### src/rtl/bcd_score_counter.sv
// Multi-digit BCD up/down event counter with saturating or wrapping ceiling,
// a zero floor, and active-low 7-segment decode of every digit.
module bcd_score_counter #(
   parameter int DIGITS   = 2,
   parameter int MAX_VAL  = 99,
   parameter int WRAP     = 0,
   parameter int EDGE_DET = 1
) (
   input  logic                  clk,
   input  logic                  reset,
   input  logic                  inc,
   input  logic                  dec,
   input  logic                  clear,
   output logic [4*DIGITS-1:0]   count,
   output logic [7*DIGITS-1:0]   hex,
   output logic                  at_max,
   output logic                  at_zero,
   output logic                  wrap
);

   localparam int W = 4 * DIGITS;

   function automatic logic [W-1:0] to_bcd(input int unsigned v);
      logic [W-1:0] r;
      int unsigned  t;
      r = '0;
      t = v;
      for (int k = 0; k < DIGITS; k++) begin
         r[4*k +: 4] = 4'(t % 32'd10);
         t = t / 32'd10;
      end
      return r;
   endfunction

   localparam logic [W-1:0] MAX_BCD = to_bcd(MAX_VAL);

   // Ripple a decimal carry from digit 0 upward.
   function automatic logic [W-1:0] bcd_inc(input logic [W-1:0] v);
      logic [W-1:0] r;
      logic         carry;
      r     = v;
      carry = 1'b1;
      for (int k = 0; k < DIGITS; k++) begin
         if (carry) begin
            if (r[4*k +: 4] == 4'd9) begin
               r[4*k +: 4] = 4'd0;
            end else begin
               r[4*k +: 4] = r[4*k +: 4] + 4'd1;
               carry       = 1'b0;
            end
         end else begin
            carry = 1'b0;
         end
      end
      return r;
   endfunction

   function automatic logic [W-1:0] bcd_dec(input logic [W-1:0] v);
      logic [W-1:0] r;
      logic         borrow;
      r      = v;
      borrow = 1'b1;
      for (int k = 0; k < DIGITS; k++) begin
         if (borrow) begin
            if (r[4*k +: 4] == 4'd0) begin
               r[4*k +: 4] = 4'd9;
            end else begin
               r[4*k +: 4] = r[4*k +: 4] - 4'd1;
               borrow      = 1'b0;
            end
         end else begin
            borrow = 1'b0;
         end
      end
      return r;
   endfunction

   function automatic logic [6:0] seg7(input logic [3:0] d);
      case (d)
         4'd0:    return 7'h40;
         4'd1:    return 7'h79;
         4'd2:    return 7'h24;
         4'd3:    return 7'h30;
         4'd4:    return 7'h19;
         4'd5:    return 7'h12;
         4'd6:    return 7'h02;
         4'd7:    return 7'h78;
         4'd8:    return 7'h00;
         4'd9:    return 7'h10;
         default: return 7'h7F;
      endcase
   endfunction

   logic [W-1:0] count_q, count_d;
   logic         at_max_q, at_max_d;
   logic         at_zero_q, at_zero_d;
   logic         wrap_q, wrap_d;
   logic         inc_q, dec_q;
   logic         up, dn;

   always_comb begin
      up = (EDGE_DET != 0) ? (inc & ~inc_q) : inc;
      dn = (EDGE_DET != 0) ? (dec & ~dec_q) : dec;

      count_d = count_q;
      wrap_d  = 1'b0;
      if (clear) begin
         count_d = '0;
      end else if (up && dn) begin
         count_d = count_q;
      end else if (up) begin
         if (count_q == MAX_BCD) begin
            if (WRAP != 0) begin
               count_d = '0;
               wrap_d  = 1'b1;
            end else begin
               count_d = count_q;
            end
         end else begin
            count_d = bcd_inc(count_q);
         end
      end else if (dn) begin
         if (count_q != '0) begin
            count_d = bcd_dec(count_q);
         end else begin
            count_d = count_q;
         end
      end else begin
         count_d = count_q;
      end
      at_max_d  = (count_d == MAX_BCD);
      at_zero_d = (count_d == '0);
   end

   // Edge history keeps sampling through reset so a held level never retriggers.
   always_ff @(posedge clk) begin
      inc_q <= inc;
      dec_q <= dec;
   end

   always_ff @(posedge clk) begin
      if (reset) begin
         count_q   <= '0;
         at_max_q  <= 1'b0;
         at_zero_q <= 1'b1;
         wrap_q    <= 1'b0;
      end else begin
         count_q   <= count_d;
         at_max_q  <= at_max_d;
         at_zero_q <= at_zero_d;
         wrap_q    <= wrap_d;
      end
   end

   always_comb begin
      hex = '0;
      for (int k = 0; k < DIGITS; k++) begin
         hex[7*k +: 7] = seg7(count_q[4*k +: 4]);
      end
   end

   assign count   = count_q;
   assign at_max  = at_max_q;
   assign at_zero = at_zero_q;
   assign wrap    = wrap_q;

endmodule

### config.mk
export PLATFORM = sky130hd
export DESIGN_NAME = bcd_score_counter
export DESIGN_NICKNAME = d
export VERILOG_FILES = /design/src/rtl/bcd_score_counter.sv
export SDC_FILE = /design/constraint.sdc
export NUM_CORES = 1
export LEC_CHECK = 0
export BUFFER_PORTS_ARGS = -buffer_cell sky130_fd_sc_hd__clkbuf_2
export CORE_ASPECT_RATIO = 1.5
export CORE_UTILIZATION = 50
export CTS_BUF_LIST = sky130_fd_sc_hd__clkbuf_16
export DETAILED_ROUTE_END_ITERATION = 8
export PLACE_DENSITY_LB_ADDON = 0.3
export SKIP_LAST_GASP = 1
export SYNTH_ARGS = -nofsm -noshare
export SYNTH_HDL_FRONTEND = slang
export SYNTH_SLANG_ARGS = --single-unit
### constraint.sdc
create_clock -name clk -period 2.7 [get_ports clk]
set_input_delay 0 -clock clk [delete_from_list [all_inputs] [get_ports clk]]
set_output_delay 0 -clock clk [all_outputs]
set_load 0.05 [all_outputs]
==> metrics.txt, run 1 <==
ANT cells=0; leakage=0.883 nW; # setup viols final=0; CTS Root Buffer Type=clkbuf_16; TritonCTS Buffers=3; Residual DRC=0; Final ANT Viol Nets=0; largest area contributor in the netlist=dfxtp_1; post-synth top area share=0.308; I/O Buffers=28; pin count of the biggest net entering global routing=14; Fmax=381 MHz; # IOs=30; status=complete, no violations; clk_skew=between 0.0015 and 0.002 ns; Synth Area per Inst=between 9 and 10 sq um; post-synth cell types=60; crit path time final=2.62 ns; layout cells sized above 1=0.344; WS Path Type=reg -> reg; Clock Pin Slew Worst Setup and Hold Paths=0.06 ns; Final HPWL DP=3130 um; Post-Synthesis Cells=184; syn_nets=205; most frequent cells in the layout=clkbuf_2, dfxtp_1, buf_4, ha_1, inv_1; ys async rst share=0; RePlAce Congestion=0.993; Tightest Hold Check Type=in -> reg; RSZ-0062 raised after global routing=true; Sink Count=26; Final nets=about 250; Post-synth EDFFs=0; Rows=25; CORE AREA=0.00319 sq mm; die area=0.00362 sq mm; fillers=289; CTS tree=built; DRT Wirelength=4170 um; Vias/cell=just under 6; Starting DRT DRC Count=55; CP Max Fanout=5; H-tree levels=1; max-slew violations=0; starting density of the core=0.530; PD cells=approximately 390 mW/mm^2; Chip Width=a little under 50 um; Worst-Skew Late Latency=0.26 ns; synthesized area=0.00169 sq mm; wire length of the first global-routing pass=6780 um; Final Cycle Share=0.971; largest cells by area after synthesis=dfxtp_1, ha_1, inv_1; startpoint types=flip-flop; vias in the first global route=1,514; Critical Path AT=2.81 ns; CP Data Required Time=approximately 2.9 ns; register area share after synthesis=0.308; die height=73.2 um; Most used DFF post-synth=dfxtp_1; routed via count=between 1.5k and 2k; post-synthesis register bit count=26; CTS Buffer Depth=2; Peak VDD IR=0.261 mV; Max-Cap Viols=0; worst setup margin=roughly 0.077 ns; drt first pass iters=4; element type at the critical path end=flip-flop; final hold viol count=0; Placement Setup Slack=0.00769 ns; Overall Global Routing Usage=0.246; Ys Warns=0; Synth-to-Final Area Change=22.9%; Final Util=0.651; GRT overflow=0; commonest non-fill, non-tap cell in the layout=clkbuf_2; initial antenna violation count=0; drt wl/cell=roughly 16 um
cells by family (layout without fill, tap and decap cells):
| group | count (synthesis) | in the layout | share of synthesized area |
|---|---|---|---|
| adder cells (fa/ha/maj) | 16 | 16 | 0.118 |
| buffers and inverters | 25 | 65 | 0.0674 |
| multiplexers | 9 | 9 | 0.0674 |
| AO/OA/AOI/OAI | 44 | 44 | 0.188 |
| XOR/XNOR | 1 | 1 | 0.00518 |
| flip-flops | 26 | 26 | 0.308 |
| AND/OR/NAND/NOR | 62 | 62 | 0.244 |
| other | 1 | 1 | 0.00222 |
cell usage after synthesis (3+ instances only):
cell / number
nand2_1: 4
nand4_1: 4
ha_1: 16
nor4_1: 3
and2_1: 3
nand2b_1: 5
dfxtp_1: 26
nor2_1: 8
and3_1: 3
a211oi_1: 3
a21oi_1: 10
and3b_1: 3
inv_1: 15
nand3_1: 6
buf_2: 4
o21ai_0: 5
o22a_1: 3
mux2i_1: 5
nor3_1: 5
report_power, final:
group,internal (mW),total [mW],switching (mW),leakage [nW]
registers,0.390,0.393,0.00309,0.213
logic,0.0307,0.0895,0.0588,0.632
clock network,0.196,0.321,0.125,0.0370
total,0.616,0.803,0.187,0.883
final timing paths:
check / start / to / slack (ns) / cells past startpoint
max: count[1] / hex[5] / 0.08 / 10
min: reset / count[5] / 0.03 / 2
min reg2reg: count[0] / count[0] / 0.74 / 3
max reg2reg: count[1] / hex[5] / 0.08 / 10
registers in the layout (all words and copies together), names as in the netlist:
signal and flops:
at_max 1, at_zero 1, count 8, dec_q 1, hex 14, inc_q 1
routing by layer:
layer,routed length [um],vias to the layer above,global-route usage
met5,0,-,0
li1,-,745,-
met4,141,0,0.133
met2,2270,52,0.470
met3,189,16,0.0438
met1,1570,740,0.247
worst max-delay path, stage by stage (launching register included):
cell and delay, ns:
dfxtp_2 0.31, inv_1 0.14, ha_1 0.21, nor3b_4 0.29, a211oi_2 0.17, o311ai_2 0.42
and2_2 0.27, inv_1 0.09, ha_1 0.22, mux2_2 0.26, a21oi_1 0.15
final cells by class:
| type | count | area (sq um) | area share |
|---|---|---|---|
| Sequential cell | 26 | 527 | 0.254 |
| Clock buffer | 3 | 75.1 | 0.0361 |
| Tap cell | 40 | 50.0 | 0.0241 |
| Multi-Input combinational cell | 133 | 1080 | 0.520 |
| Inverter | 15 | 56.3 | 0.0271 |
| Timing Repair Buffer | 47 | 288 | 0.139 |
repair_timing:
item / CTS / global route
setup buffers: 0 / 1
setup endpoints to repair: 1 / 10
pin swaps: 0 / 2
hold buffers: 2 / 0
resized for setup: 1 / 4
endpoints found under the hold margin: 2 / 0
metrics by stage:
stage	instance area, sq um	hold WS, ns	total power, mW	instances	TNS (ns)
after detailed placement	1950	0.139	0.483	258	0
after global placement	1950	0.127	0.481	258	0
after global routing	2080	0.0323	0.833	264	-0.105
final	2080	0.0320	0.803	264	0
after CTS	2050	0.0165	0.806	263	0
after floorplan	1700	0.0277	0.460	184	0
Power figures use the tool's default switching activity.
==> run 2, diff against run 1 <==
- CORE_UTILIZATION: 50 -> 52
- CTS_BUF_LIST: sky130_fd_sc_hd__clkbuf_16 -> sky130_fd_sc_hd__clkbuf_8
==> run 2 against run 1 <==
Net effect:
- maximum frequency is 1.2% higher
- global-route usage down 0.69 points
- non-clock buffer count did not move
- highest routed layer unchanged
- flip-flop and latch count did not move
==> metrics.txt, run 2 (synthesis results as in run 1) <==
Vias/cell=5.69 (was 5.88); clock share of power=0.339 (was 0.399); Max-Cap Viols=0 (unchanged); setup TNS=0 ns (unchanged); TritonCTS Buffers=3 (unchanged); Final Cycle Share=0.960 (was 0.971); Sink Count=26 (unchanged); drt wl/cell=14.7 um (was 15.8 um); Final ANT Viol Nets=0 (unchanged); WS Path Type=reg -> reg (unchanged); CTS tree=built (unchanged); element type at the critical path end=flip-flop (unchanged); design area=0.00205 sq mm (was 0.00208 sq mm); max reg flops=14 (unchanged); I/O Buffers=28 (unchanged); commonest non-fill, non-tap cell in the layout=clkbuf_2 (unchanged); max incr delay on CP=0.41 ns (was 0.42 ns); CP Data Required Time=2.91 ns (was 2.88 ns); CTS Buffer Depth=2 (unchanged); Critical Path AT=2.80 ns (was 2.81 ns); Residual DRC=0 (unchanged); die area=0.00349 sq mm (was 0.00362 sq mm); Int Pwr=0.551 mW (was 0.616 mW); Final nets=247 (unchanged); starting density of the core=0.540 (was 0.530); final hold viol count=0 (unchanged); final hold slack=0.154 ns (was 0.0320 ns); Final HPWL DP=3040 um (was 3130 um); non-filler cells, final=265 (was 264); RePlAce Congestion=1.01 (was 0.993); CP Max Fanout=6 (was 5); clk_skew=0.00388 ns (was 0.00151 ns); CTS Root Buffer Type=clkbuf_8 (was clkbuf_16); status=complete, no violations (unchanged); # IOs=30 (unchanged); pin count of the biggest net entering global routing=15 (was 14); Worst-Skew Late Latency=0.27 ns (was 0.26 ns); wire length of the first global-routing pass=6530 um (was 6780 um); Placement Setup Slack=0.0323 ns (was 0.00769 ns); crit path cell chain=inv_1 -> ha_1 -> nor3b_1 -> a211oi_1 -> o311ai_1 -> and2_1 -> inv_1 -> ha_1 -> mux2_2 -> a21oi_1 (was inv_1 -> ha_1 -> nor3b_4 -> a211oi_2 -> o311ai_2 -> and2_2 -> inv_1 -> ha_1 -> mux2_2 -> a21oi_1); startpoint types=flip-flop (unchanged); Logic pwr share=0.121 (was 0.111); switch share=0.242 (was 0.232); Clock Pin Slew Worst Setup and Hold Paths=0.08 ns (was 0.06 ns); CP max stage cell=o311ai_1 (was o311ai_2); Fmax=386 MHz (was 381 MHz); Peak VDD IR=0.271 mV (was 0.261 mV); Rows=25 (unchanged); layout cells sized above 1=0.333 (was 0.344); worst setup margin=0.107 ns (was 0.0772 ns); max-slew violations=0 (unchanged); crit path time final=2.59 ns (was 2.62 ns); GRT overflow=0 (unchanged); Slew @ Worst Pin=0.526 ns; Chip Width=48.6 um (was 49.5 um); CORE AREA=0.00313 sq mm (was 0.00319 sq mm); H-tree levels=1 (unchanged); leakage=0.866 nW (was 0.883 nW); DRT Wirelength=3900 um (was 4170 um); sequential share of power=0.540 (was 0.489); Pwr Total=0.727 mW (was 0.803 mW); Synth-to-Final Area Change=21.3% (was 22.9%); Starting DRT DRC Count=54 (was 55); Overall Global Routing Usage=0.239 (was 0.246); most frequent cells in the layout=clkbuf_2, dfxtp_1, buf_4, inv_1, ha_1 (was clkbuf_2, dfxtp_1, buf_4, ha_1, inv_1); vias in the first global route=1,515 (was 1,514); Final Util=0.656 (was 0.651); placed cells=256 (was 258); # setup viols final=0 (unchanged); Placed Area=0.00193 sq mm (was 0.00195 sq mm); Tightest Hold Check Type=in -> reg (unchanged); ANT cells=0 (unchanged); initial antenna violation count=0 (unchanged); routed via count=1,509 (was 1,553); drt first pass iters=4 (unchanged); RSZ-0062 raised after global routing=true (unchanged); PD cells=354 mW/mm^2 (was 387 mW/mm^2); sw power=0.176 mW (was 0.187 mW); die height=71.8 um (was 73.2 um); max_slew headroom=0.646
-- run 2: changes by cell type in the layout (fill, tap and decap cells not counted), sizes merged --
cell | previous run | this run
clkbuf | 31 | 32
buf | 17 | 16
dlygate4sd3 | 2 | 3
-- run 2: worst paths after layout --
check	start	to	slack, ns	cells after the start
setup reg to reg	count[4]	hex[5]	0.11	10
hold reg to reg	count[0]	count[0]	0.77	3
setup / recovery	count[4]	hex[5]	0.11	10
hold / removal	clear	at_max	0.15	3
-- run 2: layer usage --
| layer | vias to the layer above | global-route usage | wire length (um) |
|---|---|---|---|
| li1 | 749 | - | - |
| met1 | 722 | 0.255 | 1570 |
| met2 | 31 | 0.452 | 2150 |
| met3 | 7 | 0.0403 | 125 |
| met4 | 0 | 0.111 | 60 |
| met5 | - | 0 | 0 |
-- run 2: timing repair --
item                                   CTS  global route
endpoints found under the hold margin    3             0
resized for setup                        0             3
hold buffers                             3             0
setup endpoints to repair                0            12
setup buffers                            0             2
-- run 2: area by class of cell --
class                      instances  area [sq um]
sequential                        26           527
inverter                          15          56.3
multi-input combinational        133          1070
fill                             279          1080
tap                               40          50.0
timing repair buffer              47           290
clock buffer                       4          55.1
-- run 2: worst max-delay path, delay by kind of cell (launching register included) --
kind                     cells  cell delay, ns
AO/OA/AOI/OAI                3            0.74
adder cells (fa/ha/maj)      2            0.40
buffers and inverters        2            0.21
flip-flops                   1            0.35
multiplexers                 1            0.27
AND/OR/NAND/NOR              2            0.56
-- run 2: power groups by stage --
stage | logic (mW) | clock network (mW) | registers [mW]
4_1_cts | 0.0848 | 0.255 | 0.392
5_1_grt | 0.0950 | 0.275 | 0.393
6_report | 0.0881 | 0.246 | 0.392
2_1_floorplan | 0.0425 | 0 | 0.417
3_5_place_dp | 0.0808 | 0 | 0.401
3_3_place_gp | 0.0794 | 0 | 0.401
